===== config.mk =====
export PLATFORM = sky130hd
export DESIGN_NAME = ps2_key_event_ctrl_flat
export DESIGN_NICKNAME = d
export VERILOG_FILES = /design/src/rtl/ps2_key_event_ctrl_if.sv /design/src/rtl/ps2_key_event_ctrl.sv /design/src/flat_wrapper.sv
export SDC_FILE = /design/constraint.sdc
export NUM_CORES = 1
export LEC_CHECK = 0
export CAP_MARGIN = 0
export CORE_MARGIN = 4
export CORE_UTILIZATION = 55
export DETAILED_ROUTE_END_ITERATION = 8
export PLACE_DENSITY = 0.88
export SLEW_MARGIN = 15
export SYNTH_ARGS = -nofsm -noshare
export SYNTH_HDL_FRONTEND = slang
export SYNTH_SLANG_ARGS = --single-unit

===== constraint.sdc =====
create_clock -name clk -period 3.4 [get_ports clk]
set_input_delay 0.85 -clock clk [delete_from_list [all_inputs] [get_ports clk]]
set_output_delay 0.85 -clock clk [all_outputs]
set_load 0.1 [all_outputs]

===== src/rtl/ps2_key_event_ctrl_if.sv =====
// Byte-in / key-event-out bundle between the PS/2 receiver, this controller
// and its consumer. The slave modport is the controller side.
interface ps2_key_event_ctrl_if #(
   parameter int CNT_W = 8
);
   logic [7:0]       rx_data;
   logic             rx_valid;
   logic [7:0]       ev_code;
   logic             ev_ext;
   logic             ev_break;
   logic             ev_valid;
   logic             ev_ready;
   logic             key_held;
   logic [7:0]       held_code;
   logic             held_ext;
   logic             segs_enable;
   logic [CNT_W-1:0] press_cnt;
   logic             ovf;
   logic             clr_ovf;

   modport master (
      output rx_data, rx_valid, ev_ready, clr_ovf,
      input  ev_code, ev_ext, ev_break, ev_valid, key_held, held_code,
             held_ext, segs_enable, press_cnt, ovf
   );

   modport slave (
      input  rx_data, rx_valid, ev_ready, clr_ovf,
      output ev_code, ev_ext, ev_break, ev_valid, key_held, held_code,
             held_ext, segs_enable, press_cnt, ovf
   );
endinterface


===== src/rtl/ps2_key_event_ctrl.sv =====
// PS/2 scan-code sequencer: E0/F0 prefix parsing, typematic-repeat filter,
// held-key tracking and a first-word-fall-through event FIFO.
module ps2_key_event_ctrl #(
   parameter int FIFO_DEPTH = 8,
   parameter int CNT_W      = 8
) (
   input  logic                 clk,
   input  logic                 rst,
   ps2_key_event_ctrl_if.slave  bus
);
   localparam int AW = $clog2(FIFO_DEPTH);

   typedef enum logic [1:0] {IDLE, GOT_E0, GOT_F0, GOT_E0F0} state_t;

   state_t state_reg, state_next;

   logic       ev_form, ev_ext_c, ev_brk_c;
   logic       is_repeat, push, pop, full, wr_en, drop;
   logic       held_match;

   logic [9:0]       mem [FIFO_DEPTH];
   logic [AW-1:0]    wr_ptr_reg, rd_ptr_reg;
   logic [AW:0]      count_reg;
   logic [9:0]       head, last_reg;

   logic             key_held_reg;
   logic [7:0]       held_code_reg;
   logic             held_ext_reg;
   logic [CNT_W-1:0] press_cnt_reg;
   logic             ovf_reg;

   // Parser state register
   always_ff @(posedge clk or posedge rst) begin
      if (rst) state_reg <= IDLE;
      else     state_reg <= state_next;
   end

   // Parser next state
   always_comb begin
      state_next = state_reg;
      if (bus.rx_valid) begin
         case (bus.rx_data)
            8'hE0: state_next = GOT_E0;
            8'hF0: begin
               if (state_reg == IDLE)        state_next = GOT_F0;
               else if (state_reg == GOT_E0) state_next = GOT_E0F0;
            end
            default: state_next = IDLE;
         endcase
      end
   end

   // Parser outputs: an event forms on any non-prefix, non-error byte
   always_comb begin
      ev_form  = 1'b0;
      ev_ext_c = (state_reg == GOT_E0) || (state_reg == GOT_E0F0);
      ev_brk_c = (state_reg == GOT_F0) || (state_reg == GOT_E0F0);
      if (bus.rx_valid && bus.rx_data != 8'hE0 && bus.rx_data != 8'hF0 &&
          bus.rx_data != 8'h00 && bus.rx_data != 8'hFF)
         ev_form = 1'b1;
   end

   assign held_match = key_held_reg && (held_ext_reg == ev_ext_c) &&
                       (held_code_reg == bus.rx_data);
   assign is_repeat  = ev_form && !ev_brk_c && held_match;
   assign push       = ev_form && !is_repeat;
   assign pop        = bus.ev_valid && bus.ev_ready;
   assign full       = (count_reg == (AW+1)'(FIFO_DEPTH));
   // A pop in the same cycle frees a slot, so a full FIFO still accepts
   assign wr_en      = push && (!full || pop);
   assign drop       = push && full && !pop;

   always_ff @(posedge clk) begin
      if (wr_en) mem[wr_ptr_reg] <= {ev_ext_c, ev_brk_c, bus.rx_data};
   end

   assign head = mem[rd_ptr_reg];

   always_ff @(posedge clk or posedge rst) begin
      if (rst) begin
         wr_ptr_reg <= '0;
         rd_ptr_reg <= '0;
         count_reg  <= '0;
         last_reg   <= '0;
      end else begin
         if (wr_en) wr_ptr_reg <= wr_ptr_reg + 1'b1;
         if (pop) begin
            rd_ptr_reg <= rd_ptr_reg + 1'b1;
            last_reg   <= head;
         end
         case ({wr_en, pop})
            2'b10:   count_reg <= count_reg + 1'b1;
            2'b01:   count_reg <= count_reg - 1'b1;
            default: count_reg <= count_reg;
         endcase
      end
   end

   // Held-key tracking counts accepted makes even when the FIFO drops them
   always_ff @(posedge clk or posedge rst) begin
      if (rst) begin
         key_held_reg  <= 1'b0;
         held_code_reg <= 8'h00;
         held_ext_reg  <= 1'b0;
         press_cnt_reg <= '0;
         ovf_reg       <= 1'b0;
      end else begin
         if (push && !ev_brk_c) begin
            key_held_reg  <= 1'b1;
            held_code_reg <= bus.rx_data;
            held_ext_reg  <= ev_ext_c;
            press_cnt_reg <= press_cnt_reg + CNT_W'(1);
         end else if (push && ev_brk_c && held_match) begin
            key_held_reg <= 1'b0;
         end
         if (drop)             ovf_reg <= 1'b1;
         else if (bus.clr_ovf) ovf_reg <= 1'b0;
      end
   end

   assign bus.ev_valid    = (count_reg != '0);
   assign bus.ev_code     = bus.ev_valid ? head[7:0] : last_reg[7:0];
   assign bus.ev_break    = bus.ev_valid ? head[8]   : last_reg[8];
   assign bus.ev_ext      = bus.ev_valid ? head[9]   : last_reg[9];
   assign bus.key_held    = key_held_reg;
   assign bus.held_code   = held_code_reg;
   assign bus.held_ext    = held_ext_reg;
   assign bus.segs_enable = key_held_reg;
   assign bus.press_cnt   = press_cnt_reg;
   assign bus.ovf         = ovf_reg;
endmodule


===== src/flat_wrapper.sv =====
// flat-port wrapper written by rule: the top's interface ports become plain ports
module ps2_key_event_ctrl_flat 
#(
   parameter int FIFO_DEPTH = 8,
   parameter int CNT_W      = 8
)
  (clk, rst, bus_rx_data, bus_rx_valid, bus_ev_ready, bus_clr_ovf, bus_ev_code, bus_ev_ext, bus_ev_break, bus_ev_valid, bus_key_held, bus_held_code, bus_held_ext, bus_segs_enable, bus_press_cnt, bus_ovf);
  ps2_key_event_ctrl_if #(.CNT_W(CNT_W)) bus_i ();
  input  logic clk;
  input  logic rst;
  input wire logic [$bits(bus_i.rx_data)-1:0] bus_rx_data;
  input wire logic [$bits(bus_i.rx_valid)-1:0] bus_rx_valid;
  input wire logic [$bits(bus_i.ev_ready)-1:0] bus_ev_ready;
  input wire logic [$bits(bus_i.clr_ovf)-1:0] bus_clr_ovf;
  output wire logic [$bits(bus_i.ev_code)-1:0] bus_ev_code;
  output wire logic [$bits(bus_i.ev_ext)-1:0] bus_ev_ext;
  output wire logic [$bits(bus_i.ev_break)-1:0] bus_ev_break;
  output wire logic [$bits(bus_i.ev_valid)-1:0] bus_ev_valid;
  output wire logic [$bits(bus_i.key_held)-1:0] bus_key_held;
  output wire logic [$bits(bus_i.held_code)-1:0] bus_held_code;
  output wire logic [$bits(bus_i.held_ext)-1:0] bus_held_ext;
  output wire logic [$bits(bus_i.segs_enable)-1:0] bus_segs_enable;
  output wire logic [$bits(bus_i.press_cnt)-1:0] bus_press_cnt;
  output wire logic [$bits(bus_i.ovf)-1:0] bus_ovf;
  assign bus_i.rx_data = bus_rx_data;
  assign bus_i.rx_valid = bus_rx_valid;
  assign bus_i.ev_ready = bus_ev_ready;
  assign bus_i.clr_ovf = bus_clr_ovf;
  assign bus_ev_code = bus_i.ev_code;
  assign bus_ev_ext = bus_i.ev_ext;
  assign bus_ev_break = bus_i.ev_break;
  assign bus_ev_valid = bus_i.ev_valid;
  assign bus_key_held = bus_i.key_held;
  assign bus_held_code = bus_i.held_code;
  assign bus_held_ext = bus_i.held_ext;
  assign bus_segs_enable = bus_i.segs_enable;
  assign bus_press_cnt = bus_i.press_cnt;
  assign bus_ovf = bus_i.ovf;
  ps2_key_event_ctrl #(.FIFO_DEPTH(FIFO_DEPTH), .CNT_W(CNT_W)) u_core (.clk(clk), .rst(rst), .bus(bus_i));
endmodule

==> results.sh, run 1 <==
export IMPL_numCtsBuffers=17
export IMPL_routedWlPerCell_um=20.7
export IMPL_crit_required_ns=2.55
export IMPL_grt_max_degree=42
export IMPL_num_vias=3019
export IMPL_synth_top_cell_area_share=0.464
export IMPL_min_from="u_core.last_reg[5]"
export IMPL_drive_above_1_share=0.320
export IMPL_core_area_um2=9200
export IMPL_cts_tree="done"
export IMPL_post_cts_buffers=0
export IMPL_clockBufferDepth=2
export IMPL_synth_seq_cells=121
export IMPL_fin_nets=419
export IMPL_holdBufCountCts=0
export IMPL_crit_chain="buf_6 > mux4_2 > mux2i_1 > a21oi_1 > buf_12"
export IMPL_report_final_slew_viol_count=0
export IMPL_min_period_ns=3.25
export IMPL_syn_area_per_cell_um2=16.1
export IMPL_ys_warn_count=0
export IMPL_clock_fmax_mhz=308
export IMPL_dp_cells=492
export IMPL_wirelength_um=10800
export IMPL_synth_common_cells="edfxtp_1 (80), dfrtp_1 (41), nand2_1 (22)"
export IMPL_die_x_um=105
export IMPL_async_flop_share=0.339
export IMPL_slew_headroom=0.535
export IMPL_finClkSkew_ns=0.0106
export IMPL_place_gp_congestion=0.836
export IMPL_drc=0
export IMPL_crit_type="flip-flop to primary output"
export IMPL_cts_sinks=121
export IMPL_synth_most_common_cell="edfxtp_1"
export IMPL_grt_pass1_vias=3212
export IMPL_die_area_um2=11000
export IMPL_place_area_um2=5970
export IMPL_synth_edf_count=80
export IMPL_drt_iter0_drc=267
export IMPL_crit_fanout=22
export IMPL_clockRootBuffer="clkbuf_8"
export IMPL_stdcell_count=524
export IMPL_dpl_hpwl_um=6680
export IMPL_first_pass_iters=4
export IMPL_rsz0062_at_grt="false"
export IMPL_clk_latency_ns=0.51
export IMPL_hold_path_depth=2
export IMPL_final_hold_viol_count=0
export IMPL_synth_cell_types=45
export IMPL_synth_nets=341
export IMPL_critPathCaptureType="primary output"
export IMPL_viasPerCell=5.76
export IMPL_io_buffer_count=43
export IMPL_hold_class="flip-flop to flip-flop"
export IMPL_largest_reg_flops=80
export IMPL_synth_largest_area_cell="edfxtp_1"
export IMPL_timing_rr_start="u_core.state_reg[0]"
export IMPL_worst_pin_slew_ns=0.697
export IMPL_ant_nets=0
export IMPL_n_antenna_cell=0
export IMPL_slowest_stage="mux4_2"
export IMPL_fin_setup_tns_ns=0
export IMPL_grt_overflow=0
export IMPL_status="completed"
export IMPL_path_clk_slew_ns=0.06
export IMPL_dieHeight_um=105
export IMPL_area_growth_pct=26.9
export IMPL_synth_area_top_cells="edfxtp_1 (46%), dfrtp_1 (20%), mux4_2 (8.7%)"
export IMPL_start_util=0.563
export IMPL_track_usage=0.213
export IMPL_io_pin_count=44
export IMPL_syn_inst=322
export IMPL_synthFlopType="edfxtp_1"
export IMPL_ys_seq_area_frac=0.662
export IMPL_final_period_utilization=0.956
export IMPL_reg2reg_depth=11
export IMPL_antenna_found_initial=0
export IMPL_worstSetupStartpoint="u_core.rd_ptr_reg[0]"
export IMPL_grt_pass1_wl_um=17200
export IMPL_setup_violations=0
export IMPL_startpoint_type="flip-flop"
export IMPL_rows=35
export IMPL_nFillCells=578
export IMPL_syn_area_um2=5170
export IMPL_crit_path_max_incr_delay_ns=0.57
export IMPL_crit_arrival_ns=2.40
export IMPL_htreeDepth=4
export IMPL_final_area_um2=6570
export IMPL_max_cap_violations=0
## cell type report
cell class	count	area, um^2	area share
Clock buffer	20	489	0.0745
Clock inverter	12	98.8	0.0151
Inverter	7	26.3	0.00400
Multi-Input combinational cell	180	1680	0.256
Sequential cell	121	3430	0.522
Tap cell	111	139	0.0211
Timing Repair Buffer	73	707	0.108
## metal layers
layer	up-vias	wire [um]	track usage
met3	21	692	0.0618
met5	-	0	0
met2	118	5680	0.357
met4	0	233	0.0815
li1	1386	-	-
met1	1494	4220	0.262
## logic make-up (layout without fill, tap and decap cells)
| kind of cell | after synthesis | after routing | synth area share |
|---|---|---|---|
| adder cells (fa/ha/maj) | 6 | 6 | 0.0145 |
| AND/OR/NAND/NOR | 73 | 73 | 0.0878 |
| XOR/XNOR | 25 | 25 | 0.0423 |
| multiplexers | 42 | 42 | 0.132 |
| buffers and inverters | 21 | 112 | 0.0172 |
| AO/OA/AOI/OAI | 34 | 34 | 0.0433 |
| flip-flops | 121 | 121 | 0.662 |
## per-stage QoR
step	setup WS [ns]	util	hold WS, ns
after floorplan	-0.505	-	0.451
after global placement	-0.0948	0.650	0.462
after detailed placement	-0.174	0.650	0.471
after CTS	0.0790	0.714	0.483
after global routing	0.0322	0.714	0.506
final	0.150	0.714	0.478
## worst max-delay path: cells and delay by family, from the launching register on
| family | cells | cell delay (ns) |
|---|---|---|
| muxes | 2 | 0.88 |
| buffers and inverters | 2 | 0.49 |
| DFF | 1 | 0.34 |
| AOI/OAI and AO/OA | 1 | 0.17 |
## worst paths after layout
kind	slack, ns	to
min in group asynchronous	0.77	u_core.bus.press_cnt[3]
worst max-delay path	0.15	bus_ev_code[4]
worst min register to register	0.48	u_core.last_reg[5]
max in group asynchronous	2.26	u_core.last_reg[5]
worst max register to register	0.73	u_core.count_reg[3]
worst min-delay path	0.48	u_core.last_reg[5]
## placed cells by master, fill, tap and decap left out, types with 2 or more instances in the layout
master,netlist,routed
edfxtp_1,80,80
buf_4,2,50
dfrtp_1,41,41
nand2_1,22,22
mux4_2,20,20
clkbuf_16,0,19
o21ai_0,14,14
a21oi_1,14,14
xor2_1,13,13
nor2_1,13,13
xnor2_1,12,12
clkdlybuf4s50_1,0,12
mux2_1,10,10
mux2i_1,10,10
buf_12,0,10
inv_1,7,7
nand4_1,6,6
ha_1,6,6
inv_6,0,6
nor3_1,5,5
clkinv_4,0,4
nor4_4,3,3
nand3b_1,3,3
and3_1,2,2
nor3b_1,2,2
mux2_2,2,2
and4b_1,2,2
nor4_2,1,2
## timing repair
action | in CTS | in global routing
endpoints found under the setup margin | 1 | 9
cloned | 0 | 0
gates resized for setup | 1 | 1
Power of run 1 is not shown: default switching activity piles up to over one toggle a cycle in this logic, so the estimate is an artifact.
==> inputs of run 2 (changes only) <==
--- a/config.mk
+++ b/config.mk
@@ -5,6 +5,7 @@
 export SDC_FILE = /design/constraint.sdc
 export NUM_CORES = 1
 export LEC_CHECK = 0
+export ABC_AREA = 1
 export CAP_MARGIN = 0
 export CORE_MARGIN = 4
 export CORE_UTILIZATION = 55
==> constraint.sdc (replaced) <==
create_clock -name clk -period 3.9 [get_ports clk]
set_input_delay 0.975 -clock clk [delete_from_list [all_inputs] [get_ports clk]]
set_output_delay 0.975 -clock clk [all_outputs]
set_load 0.1 [all_outputs]
==> run 2 against run 1 <==
Compared with the run above: sequential share of layout area shrank 0.75 points; design area grew 1.5%; worst setup slack gained 0.32 ns; critical path depth grew 3; final cell count grew 36%; non-clock buffer count shrank 12; clock-buffer cell count shrank 2; synthesized cell count grew 60%.
==> results.sh, run 2 <==
export IMPL_drc=0
export IMPL_synthFlopType="edfxtp_1"
export IMPL_place_area_um2=6060
export IMPL_synth_edf_count=80
export IMPL_slew_headroom=0.330
export IMPL_min_from="u_core.last_reg[4]"
export IMPL_synth_largest_area_cell="edfxtp_1"
export IMPL_max_cap_violations=0
export IMPL_die_x_um=107
export IMPL_ys_warn_count=0
export IMPL_synth_common_cells="edfxtp_1 (80), nor2_1 (80), nand2_1 (79)"
export IMPL_routedWlPerCell_um=17.0
export IMPL_place_gp_congestion=0.888
export IMPL_layout_setup_ws_ns=0.470
export IMPL_post_place_ws_ns=0.163
export IMPL_syn_area_per_cell_um2=10.4
export IMPL_clock_fmax_mhz=292
export IMPL_viasPerCell=5.56
export IMPL_first_pass_iters=5
export IMPL_report_final_slew_viol_count=0
export IMPL_fin_nets=588
export IMPL_synth_area_top_cells="edfxtp_1 (45%), dfrtp_1 (19%), o21ai_0 (6.8%)"
export IMPL_peakVddDrop_uv=765
export IMPL_num_vias=3954
export IMPL_worst_pin_slew_ns=1.00
export IMPL_io_buffer_count=43
export IMPL_clockRootBuffer="clkbuf_8"
export IMPL_final_hold_viol_count=0
export IMPL_antenna_found_initial=0
export IMPL_crit_required_ns=2.92
export IMPL_holdBufCountCts=0
export IMPL_syn_area_um2=5350
export IMPL_ant_nets=0
export IMPL_io_pin_count=44
export IMPL_rows=35
export IMPL_htreeDepth=4
export IMPL_grt_pass1_wl_um=19700
export IMPL_synth_cell_types=29
export IMPL_crit_fanout=41
export IMPL_clockBufferDepth=2
export IMPL_startpoint_type="flip-flop"
export IMPL_crit_type="flip-flop to primary output"
export IMPL_synth_seq_cells=121
export IMPL_core_area_um2=9370
export IMPL_start_util=0.571
export IMPL_crit_arrival_ns=2.45
export IMPL_track_usage=0.228
export IMPL_numCtsBuffers=17
export IMPL_path_clk_slew_ns=0.06
export IMPL_ys_seq_area_frac=0.640
export IMPL_largest_reg_flops=80
export IMPL_n_antenna_cell=0
export IMPL_rsz0062_at_grt="false"
export IMPL_drive_above_1_share=0.125
export IMPL_min_period_ns=3.43
export IMPL_critPathCaptureType="primary output"
export IMPL_async_flop_share=0.339
export IMPL_final_area_um2=6660
export IMPL_grt_overflow=0
export IMPL_cts_sinks=121
export IMPL_p_leak_nw=2.60
export IMPL_hold_class="flip-flop to flip-flop"
export IMPL_worstSetupStartpoint="u_core.rd_ptr_reg[0]"
export IMPL_timing_rr_start="u_core.count_reg[0]"
export IMPL_dieHeight_um=107
export IMPL_power_per_cell_area_nw_per_um2=938
export IMPL_post_cts_buffers=0
export IMPL_clk_latency_ns=0.52
export IMPL_final_period_utilization=0.879
export IMPL_finClkSkew_ns=0.0113
export IMPL_syn_inst=515
export IMPL_area_growth_pct=24.5
export IMPL_synth_top_cell_area_share=0.449
export IMPL_dpl_hpwl_um=7570
export IMPL_synth_nets=534
export IMPL_setup_violations=0
export IMPL_grt_max_degree=43
export IMPL_grt_pass1_vias=3996
export IMPL_wirelength_um=12100
export IMPL_layout_common_cells="nor2_1 (80), edfxtp_1 (80), nand2_1 (79)"
export IMPL_status="completed"
export IMPL_drt_iter0_drc=379
export IMPL_post_cts_resized=0
export IMPL_cts_tree="done"
export IMPL_die_area_um2=11400
-- run 2: metal layers --
layer	up-vias	wire length, um	track usage
li1	1865	-	-
met1	1912	4840	0.269
met2	163	6300	0.393
met3	14	812	0.0698
met4	0	142	0.0849
met5	-	0	0
-- run 2: kinds of logic after synthesis --
logic type	share of synthesized area
flip-flops	0.640
AO/OA/AOI/OAI	0.116
buffers and inverters	0.0493
adder cells (fa/ha/maj)	0.0140
XOR/XNOR	0.0278
AND/OR/NAND/NOR	0.152
-- run 2: worst max-delay path: stages, from the launching register on --
cell	delay [ns]
dfrtp_1	0.34
buf_4	0.37
nor2_1	0.12
nor2_1	0.10
o21ai_0	0.12
o211ai_1	0.10
o21ai_1	0.14
o21ai_0	0.41
buf_12	0.23
-- run 2: cell type report --
type | instances | area, um^2
clock buffer | 18 | 428
clock inverter | 14 | 171
fill | 634 | 2710
inverter | 37 | 139
multi-input combinational | 331 | 1660
sequential | 121 | 3430
tap | 129 | 161
timing repair buffer | 61 | 676
-- run 2: metrics by stage --
stage | cells | hold WS [ns] | total power, mW | utilization | TNS, ns
4_1_cts | 711 | 0.488 | 6.27 | 0.711 | 0
3_5_place_dp | 679 | 0.474 | 4.70 | 0.647 | 0
3_3_place_gp | 679 | 0.466 | 4.60 | 0.647 | 0
6_report | 711 | 0.487 | 6.25 | 0.711 | 0
2_1_floorplan | 515 | 0.453 | 3.75 | - | -7.46
5_1_grt | 711 | 0.517 | 6.53 | 0.711 | 0
-- run 2: final timing paths --
| check | cells past startpoint | slack (ns) | to |
|---|---|---|---|
| max | 8 | 0.47 | bus_ev_code[5] |
| min | 2 | 0.49 | u_core.last_reg[4] |
| max reg2reg | 12 | 1.20 | u_core.count_reg[2] |
| min reg2reg | 2 | 0.49 | u_core.last_reg[4] |
| max in group asynchronous | 3 | 2.62 | u_core.bus.held_code[3] |
| min in group asynchronous | 3 | 0.90 | u_core.rd_ptr_reg[2] |
-- run 2: report_power, final --
group / total [mW] / switching [mW] / internal [mW]
Clock: 1.55 / 0.560 / 0.991
Sequential: 1.82 / 0.198 / 1.63
Combinational: 2.87 / 1.99 / 0.883
Total: 6.25 / 2.75 / 3.50
(Power assumes the default switching activity.)
==> inputs of run 3 (changes only) <==
--- a/config.mk
+++ b/config.mk
@@ -11,6 +11,7 @@
 export CORE_UTILIZATION = 55
 export DETAILED_ROUTE_END_ITERATION = 8
 export PLACE_DENSITY = 0.88
+export SKIP_LAST_GASP = 1
 export SLEW_MARGIN = 15
 export SYNTH_ARGS = -nofsm -noshare
 export SYNTH_HDL_FRONTEND = slang
==> results of run 3 <==
No change in the layout: final DEF, timing and power equal those of run 2.
